File: src/rtl/seq_pkg.sv
// Shared definitions for the serial w/z pattern source: FSM state type and a
// constant-evaluable ceiling log2 used to size the length and match counters.
package seq_pkg;

  typedef enum logic [1:0] {
    IDLE  = 2'd0,
    SHIFT = 2'd1,
    DONE  = 2'd2
  } state_e;

  function automatic int unsigned clog2(input int unsigned v);
    int unsigned r;
    r = 0;
    while ((32'd1 << r) < v) r = r + 1;
    return r;
  endfunction

endpackage

File: src/rtl/serial_pattern_gen.sv
// Serial pattern transmitter: sends a captured pattern LSB-first on w and counts
// adjacent 1-1 pairs in the emitted stream. Optional frame repeat: SERIAL_PATTERN_GEN_REPEAT_EN.
module serial_pattern_gen
  import seq_pkg::*;
#(
  parameter  int unsigned WIDTH = 8,
  localparam int unsigned CNT_W = clog2(WIDTH + 1)
) (
  input  logic             Clock,
  input  logic             Resetn,
  input  logic             start,
  input  logic [WIDTH-1:0] pattern,
  input  logic [CNT_W-1:0] len,
  input  logic             abort,
  output logic             w,
  output logic             valid,
  output logic             busy,
  output logic             done,
  output logic [CNT_W-1:0] match_cnt
`ifdef SERIAL_PATTERN_GEN_REPEAT_EN
  // "repeat" is a reserved word, so the repeat request is named repeat_i
  , input logic            repeat_i
`endif
);

  state_e           state_q;
  logic [WIDTH-1:0] pat_q;
  logic [WIDTH-1:0] shreg_q;
  logic [CNT_W-1:0] left_q;
  logic [CNT_W-1:0] last_q;
  logic             prev_q;
  logic             w_q;
  logic             valid_q;
  logic             busy_q;
  logic             done_q;
  logic [CNT_W-1:0] match_q;

  logic [CNT_W-1:0] last_d;
  logic             rep;
  logic             reload;
  logic             nxt_bit;
  logic [WIDTH-1:0] nxt_shreg;
  logic [CNT_W-1:0] match_d;

`ifdef SERIAL_PATTERN_GEN_REPEAT_EN
  assign rep = repeat_i;
`else
  assign rep = 1'b0;
`endif

  // last_d is the index of the final bit (effective length minus one)
  always_comb begin
    last_d = CNT_W'(WIDTH - 1);
    if (len != '0 && len <= CNT_W'(WIDTH)) last_d = len - CNT_W'(1);
  end

  // Repeat restarts from the captured pattern, so bit 0 comes from pat_q, not the shifter
  always_comb begin
    reload    = (left_q == '0);
    nxt_bit   = reload ? pat_q[0] : shreg_q[0];
    nxt_shreg = reload ? (pat_q >> 1) : (shreg_q >> 1);
    match_d   = match_q;
    if (prev_q && nxt_bit && (match_q != '1)) match_d = match_q + CNT_W'(1);
  end

  always_ff @(posedge Clock or negedge Resetn) begin
    if (!Resetn) begin
      state_q <= IDLE;
      pat_q   <= '0;
      shreg_q <= '0;
      left_q  <= '0;
      last_q  <= '0;
      prev_q  <= 1'b0;
      w_q     <= 1'b0;
      valid_q <= 1'b0;
      busy_q  <= 1'b0;
      done_q  <= 1'b0;
      match_q <= '0;
    end else begin
      case (state_q)
        IDLE: begin
          done_q <= 1'b0;
          if (start) begin
            state_q <= SHIFT;
            pat_q   <= pattern;
            shreg_q <= pattern >> 1;
            left_q  <= last_d;
            last_q  <= last_d;
            w_q     <= pattern[0];
            prev_q  <= pattern[0];
            valid_q <= 1'b1;
            busy_q  <= 1'b1;
            match_q <= '0;
          end
        end
        SHIFT: begin
          if (abort) begin
            state_q <= IDLE;
            w_q     <= 1'b0;
            valid_q <= 1'b0;
            busy_q  <= 1'b0;
            done_q  <= 1'b0;
          end else if (!reload || rep) begin
            w_q     <= nxt_bit;
            prev_q  <= nxt_bit;
            shreg_q <= nxt_shreg;
            left_q  <= reload ? last_q : left_q - CNT_W'(1);
            match_q <= match_d;
          end else begin
            state_q <= DONE;
            w_q     <= 1'b0;
            valid_q <= 1'b0;
            done_q  <= 1'b1;
          end
        end
        DONE: begin
          state_q <= IDLE;
          w_q     <= 1'b0;
          valid_q <= 1'b0;
          busy_q  <= 1'b0;
          done_q  <= 1'b0;
        end
        default: begin
          state_q <= IDLE;
          w_q     <= 1'b0;
          valid_q <= 1'b0;
          busy_q  <= 1'b0;
          done_q  <= 1'b0;
        end
      endcase
    end
  end

  assign w         = w_q;
  assign valid     = valid_q;
  assign busy      = busy_q;
  assign done      = done_q;
  assign match_cnt = match_q;

endmodule

File: config.mk
export PLATFORM = sky130hd
export DESIGN_NAME = serial_pattern_gen
export DESIGN_NICKNAME = d
export VERILOG_FILES = /design/src/rtl/seq_pkg.sv /design/src/rtl/serial_pattern_gen.sv
export SDC_FILE = /design/constraint.sdc
export NUM_CORES = 1
export LEC_CHECK = 0
export CAP_MARGIN = 30
export CORE_ASPECT_RATIO = 1.75
export CORE_MARGIN = 2
export CORE_UTILIZATION = 25
export DETAILED_ROUTE_END_ITERATION = 8
export GPL_TIMING_DRIVEN = 0
export SLEW_MARGIN = 25
export SYNTH_ARGS = -nofsm -noshare
export SYNTH_HDL_FRONTEND = slang
export SYNTH_SLANG_ARGS = --single-unit
File: constraint.sdc
create_clock -name Clock -period 1.81 [get_ports Clock]
set_input_delay 0.362 -clock Clock [delete_from_list [all_inputs] [get_ports Clock]]
set_output_delay 0.362 -clock Clock [all_outputs]
set_load 0.005 [all_outputs]
==> metrics, run 1 <==
clock power share 15.5%; Clock Latency Late Sink 0.26 ns; NumNets Final 170; CTS max path bufs 2; sequential power share between 30% and 40%; Rows 32; FF+latch area approximately 530 um^2; min Tclk post-route approximately 1.8 ns; IO buf count 23; starting utilization of the core area 25.6%; drc violations 0; DR vias around 950; setup TNS 0 ns; Worst setup SP type flip-flop; final worst setup slack about 0.053 ns; placer congestion estimate between 0.7 and 0.8; RSZ-0062 raised after global routing yes; worst slack at placement -0.351 ns; Area growth syn-to-layout 41.1%; first-pass GRT wire length around 4000 um; synthesized instance count about 120; Worst Tran Pin Value 0.559 ns; core area ~4300 um^2; final setup fails 0; vias in the first global route between 900 and 1,000; Placed Area around 1400 um^2; CP startpoint left_q[1]$_DFFE_PN0P_; die height between 90 and 100 um; drt first pass iters 4; sw frac between 30% and 40%; area of the multi-input gates just under 600 um^2; mapped cell area 1110 um^2; Yosys Warn Count 0; Int Pwr about 1.2 mW; Cells after DPL between 150 and 200; Logic pwr share ~45%; # diodes 0; TritonCTS clock tree done; top post-synthesis cells by area dfrtp_1, mux2i_1, nand2_1; final instance area around 1600 um^2; number of antenna violations at the first check in global routing 0; R2R Path Start left_q[1]$_DFFE_PN0P_; Final period util between 90 and 100%; layout filler cell count about 440; Syn Area/Cell 9.37 um^2; register area share after synthesis between 40 and 50%; die area approximately 5000 um^2; status completed; GR Overflow Total 0; asr flop ratio synth 100%; switching pwr 0.711 mW; slew margin rel. between 60 and 70%; Worst EP arrival 1.91 ns; Leakage 0.678 nW; final antenna-violating net count 0; Seq cells post-synth 21; H-tree levels 1; CTS sink cnt 21; peak supply drop ~0.66 mV; Slew Limit Fails 0; CTS clk-pin slew, worst paths roughly 0.080 ns; distinct cell type count after synthesis 31; Max-Cap Viols 0; Clock Skews 0.00561 ns; layout cell share with drive strength beyond 1 roughly 17%; Post-synth EDFFs 0; Initial DRC Count 18; Power Density approximately 1300 nW/um^2; top-area cell type share of the netlist area 47.5%; Synth Flop Type dfrtp_1; per-cell routed wire length 12.6 um; fmax 569 MHz; Vias/cell between 4 and 5; I/O pins 24; WL final ~2500 um; Root Driver clkbuf_8; CTS buffer count 3; Finished Layout Cells between 200 and 250; Tightest Hold Check Type in2async; Setup CP Type reg2reg; largest net degree at the start of global routing 22; GRT Total Usage between 10% and 20%; CP max FO 5; worst reg-to-reg path cell count 6; syn_nets about 140; Die W about 54 um; CP required just under 2 ns; final hold violation count 0; hold buffers post-CTS 0; post-DP HPWL 1880 um; Synth area leader dfrtp_1; Total Power about 2.0 mW; nature of the critical path endpoint flip-flop
==> layer usage <==
metal | global-route usage, % | part of all wire [%] | vias to the layer above
met1 | 11.6 | 38 | 456
met5 | 0 | 0 | -
met2 | 19.0 | 57 | 20
li1 | - | - | 473
met4 | 3.75 | 1.5 | 0
met3 | 0.977 | 3.6 | 4
==> final timing paths <==
check / end / slack (ns)
worst min register to register: shreg_q[2]$_DFFE_PN0P_ / 0.48
worst max register to register: match_cnt[2]$_DFFE_PN0P_ / 0.05
worst min-delay path: shreg_q[4]$_DFFE_PN0P_ / 0.05
max in group asynchronous: valid$_DFFE_PN0P_ / 1.43
worst max-delay path: match_cnt[2]$_DFFE_PN0P_ / 0.05
min in group Clock: shreg_q[2]$_DFFE_PN0P_ / 0.48
==> repair_timing <==
item                                   CTS  global route
setup endpoints to repair               13            12
gates resized for setup                  9            19
gates cloned                             0             2
pin swaps                                1             3
endpoints found under the hold margin    0             0
buffers inserted                         1             2
==> critical path: stages (launching register included) <==
cell,delay [ns]
dfrtp_1,0.38
inv_1,0.08
ha_4,0.16
or3b_4,0.28
nand3_4,0.10
or4b_1,0.51
o211a_1,0.15
==> power by group through the flow <==
stage          Combinational, mW  Sequential [mW]  Clock (mW)
2_1_floorplan              0.451            0.746           0
3_3_place_gp               0.666            0.766           0
3_5_place_dp               0.683            0.775           0
4_1_cts                    0.731            0.771       0.313
5_1_grt                    0.997            0.797       0.336
6_report                   0.877            0.772       0.302
==> layout make-up <==
class	instances	share of cell area, %
timing repair buffer	28	17.2
sequential	21	33.7
inverter	8	1.92
clock buffer	3	2.65
clock inverter	1	0.321
multi-input combinational	85	38.3
buffer	4	1.92
tap	51	4.09
==> registers in the layout, summed over array words and instances (netlist names) <==
| name | count |
|---|---|
| busy | 1 |
| done | 1 |
| left_q | 4 |
| match_cnt | 4 |
| prev_q | 1 |
| shreg_q | 7 |
| state_q | 1 |
| valid | 1 |
| w | 1 |
==> cells in the mapped netlist (3+ instances only) <==
cell type / instances
nor3_1: 5
nor2_1: 7
inv_1: 8
nand3_1: 3
o21ai_0: 10
nand2b_1: 3
mux2i_1: 9
a211oi_1: 3
dfrtp_1: 21
nand2_1: 20
a21oi_1: 4
ha_1: 3
==> cell families (layout without fill, tap and decap cells) <==
| family | after synthesis | count (layout) | synth area share, % |
|---|---|---|---|
| XOR/XNOR | 2 | 2 | 1.58 |
| adder cells (fa/ha/maj) | 3 | 3 | 3.39 |
| buffers and inverters | 12 | 44 | 4.30 |
| AND/OR/NAND/NOR | 47 | 47 | 21.8 |
| flip-flops | 21 | 21 | 47.5 |
| AO/OA/AOI/OAI | 24 | 24 | 13.2 |
| multiplexers | 9 | 9 | 8.15 |
==> cells in the final DEF, fill, tap and decap left out, drive strengths merged <==
cell type	Yosys	routed
a211oi	3	3
a21boi	1	1
a21o	1	1
a21oi	4	4
a31o	1	1
buf	2	8
clkbuf	2	5
clkdlybuf4s50	0	20
clkinv	0	1
dfrtp	21	21
dlygate4sd2	0	1
dlymetal6s2s	0	1
ha	3	3
inv	8	8
mux2i	9	9
nand2	20	20
nand2b	3	3
nand3	4	4
nor2	7	7
nor2b	2	2
nor3	5	5
nor3b	2	2
nor4	1	1
o211a	1	1
o211ai	1	1
o21ai	11	11
o31ai	1	1
or3b	1	1
or4	1	1
or4b	1	1
xnor2	1	1
xor2	1	1
==> through the flow <==
stage	util [%]	hold WS (ns)
4_1_cts	34.4	0.493
6_report	36.1	0.0519
2_1_floorplan	-	0.0664
5_1_grt	36.1	0.0751
3_5_place_dp	32.4	0.475
3_3_place_gp	32.4	0.465
Power figures use the tool's default switching activity.
==> inputs of run 2 (changes only) <==
- SLEW_MARGIN: 25 -> 20
==> run 2 against run 1 <==
Clock power about the same. First-iteration DRC count is 11% lower. Via count up 1.4%. Sequential cell count unchanged. Critical path type unchanged.
==> metrics, run 2 (synthesis gave the netlist of run 1 again) <==
status completed; Slew Limit Fails 0; most frequent cells in the layout dfrtp_1, clkdlybuf4s50_1, nand2_1; WL final approximately 2500 um; Root Driver clkbuf_8; GRT Total Usage roughly a tenth; DR vias 966; Area growth syn-to-layout 42.9%; die area between 4000 and 5000 um^2; Placed Area around 1400 um^2; slowest stage cell, crit path or4b_1; crit-path cells inv_1 -> ha_4 -> or3b_4 -> nand3_4 -> or4b_1 -> o211a_1; core area roughly 4300 um^2; final setup fails 0; worst slack at placement -0.351 ns; Total Power just under 2 mW; CP max FO 5; Hold WS ~0.45 ns; number of antenna violations at the first check in global routing 0; nature of the critical path endpoint flip-flop; peak supply drop between 0.6 and 0.7 mV; hold buffers post-CTS 0; CP required roughly 2 ns; final instance area 1580 um^2; Clock Latency Late Sink approximately 0.26 ns; reg2reg end match_cnt[2]$_DFFE_PN0P_; vias in the first global route between 900 and 1,000; Worst Path Buf+Inv 1; min Tclk post-route between 1.5 and 2 ns; CTS max path bufs 2; first-pass GRT wire length roughly 4000 um; worst reg-to-reg path cell count 6; die height 92.0 um; final worst setup slack roughly 0.053 ns; CTS sink cnt 21; Rows 32; Final period util 97.1%; largest net degree at the start of global routing 22; post-DP HPWL approximately 1900 um; starting utilization of the core area roughly 26%; CP peak stage delay 0.51 ns; fin util around 37%; Worst EP arrival about 1.9 ns; Die W about 54 um; NumNets Final 171; Clock Skews 0.00596 ns; R2R Path Start left_q[1]$_DFFE_PN0P_; TritonCTS clock tree done; drc violations 0; Reg with most FFs shreg_q; CTS clk-pin slew, worst paths approximately 0.080 ns; slew margin rel. a little over three fifths; layout cell share with drive strength beyond 1 17.2%; Initial DRC Count 16; Leakage approximately 0.68 nW; Setup CP Type reg2reg; Worst Tran Pin Value ~0.56 ns; Vias/cell around 4.8; final antenna-violating net count 0; Max-Cap Viols 0; GR Overflow Total 0; cell family with most CP delay simple AND/OR/NAND/NOR gates; Worst setup SP type flip-flop; drt first pass iters 4; RSZ-0062 raised after global routing yes; final hold violation count 0; IO buf count 23; per-cell routed wire length between 10 and 15 um; flop2flop setup slack between 0.05 and 0.06 ns; Tightest Hold Check Type in2async; I/O pins 24; placer congestion estimate 0.721; number of flip-flops in the largest register 7; fmax between 500 and 600 MHz; H-tree levels 1; # diodes 0; Power Density between 1000 and 1500 nW/um^2; CTS buffer count 3
==> run 2: report_power, final <==
part	leakage [nW]	switching (mW)	internal (mW)
Sequential	0.266	0.135	0.638
Combinational	0.393	0.429	0.453
Clock	0.0255	0.148	0.153
Total	0.685	0.712	1.24
==> run 2: layer usage <==
| layer | GRT usage, % | up-vias | share of wire, % | wire length [um] |
|---|---|---|---|---|
| met2 | 19.0 | 20 | 56 | 1420 |
| met1 | 11.6 | 467 | 39 | 994 |
| li1 | - | 475 | - | - |
| met5 | 0 | - | 0 | 0 |
| met4 | 3.75 | 0 | 1.5 | 38 |
| met3 | 0.977 | 4 | 3.3 | 85 |
==> run 2: cell type report <==
type | instances | area [um^2]
tap | 51 | 63.8
fill | 443 | 2740
inverter | 8 | 30.0
buffer | 4 | 30.0
clock buffer | 3 | 41.3
multi-input combinational | 85 | 597
sequential | 21 | 526
timing repair buffer | 29 | 288
clock inverter | 1 | 5.00
==> run 2: worst max path at each step <==
stage                           from                  endpoint  slack, ns  cells past startpoint
2_1_floorplan  left_q[0]$_DFFE_PN0P_     left_q[2]$_DFFE_PN0P_       0.08                      7
3_3_place_gp                  len[0]     left_q[3]$_DFFE_PN0P_      -0.27                      7
3_5_place_dp                  len[0]     left_q[3]$_DFFE_PN0P_      -0.35                      7
4_1_cts        left_q[0]$_DFFE_PN0P_  match_cnt[2]$_DFFE_PN0P_      0.002                      6
5_1_grt        left_q[1]$_DFFE_PN0P_     left_q[2]$_DFFE_PN0P_      -0.06                      7
6_report       left_q[1]$_DFFE_PN0P_  match_cnt[2]$_DFFE_PN0P_       0.05                      6
==> run 2: through the flow <==
stage / instances / setup TNS (ns)
after floorplan: 118 / 0
after global placement: 192 / -2.31
after detailed placement: 192 / -2.53
after CTS: 197 / 0
after global routing: 202 / -0.281
final: 202 / 0
==> run 2: what timing repair did <==
action	CTS	global route
gates resized for setup	9	19
endpoints found under the setup margin	13	12
buffers inserted	1	2
cloned	0	2
pin swaps	1	3
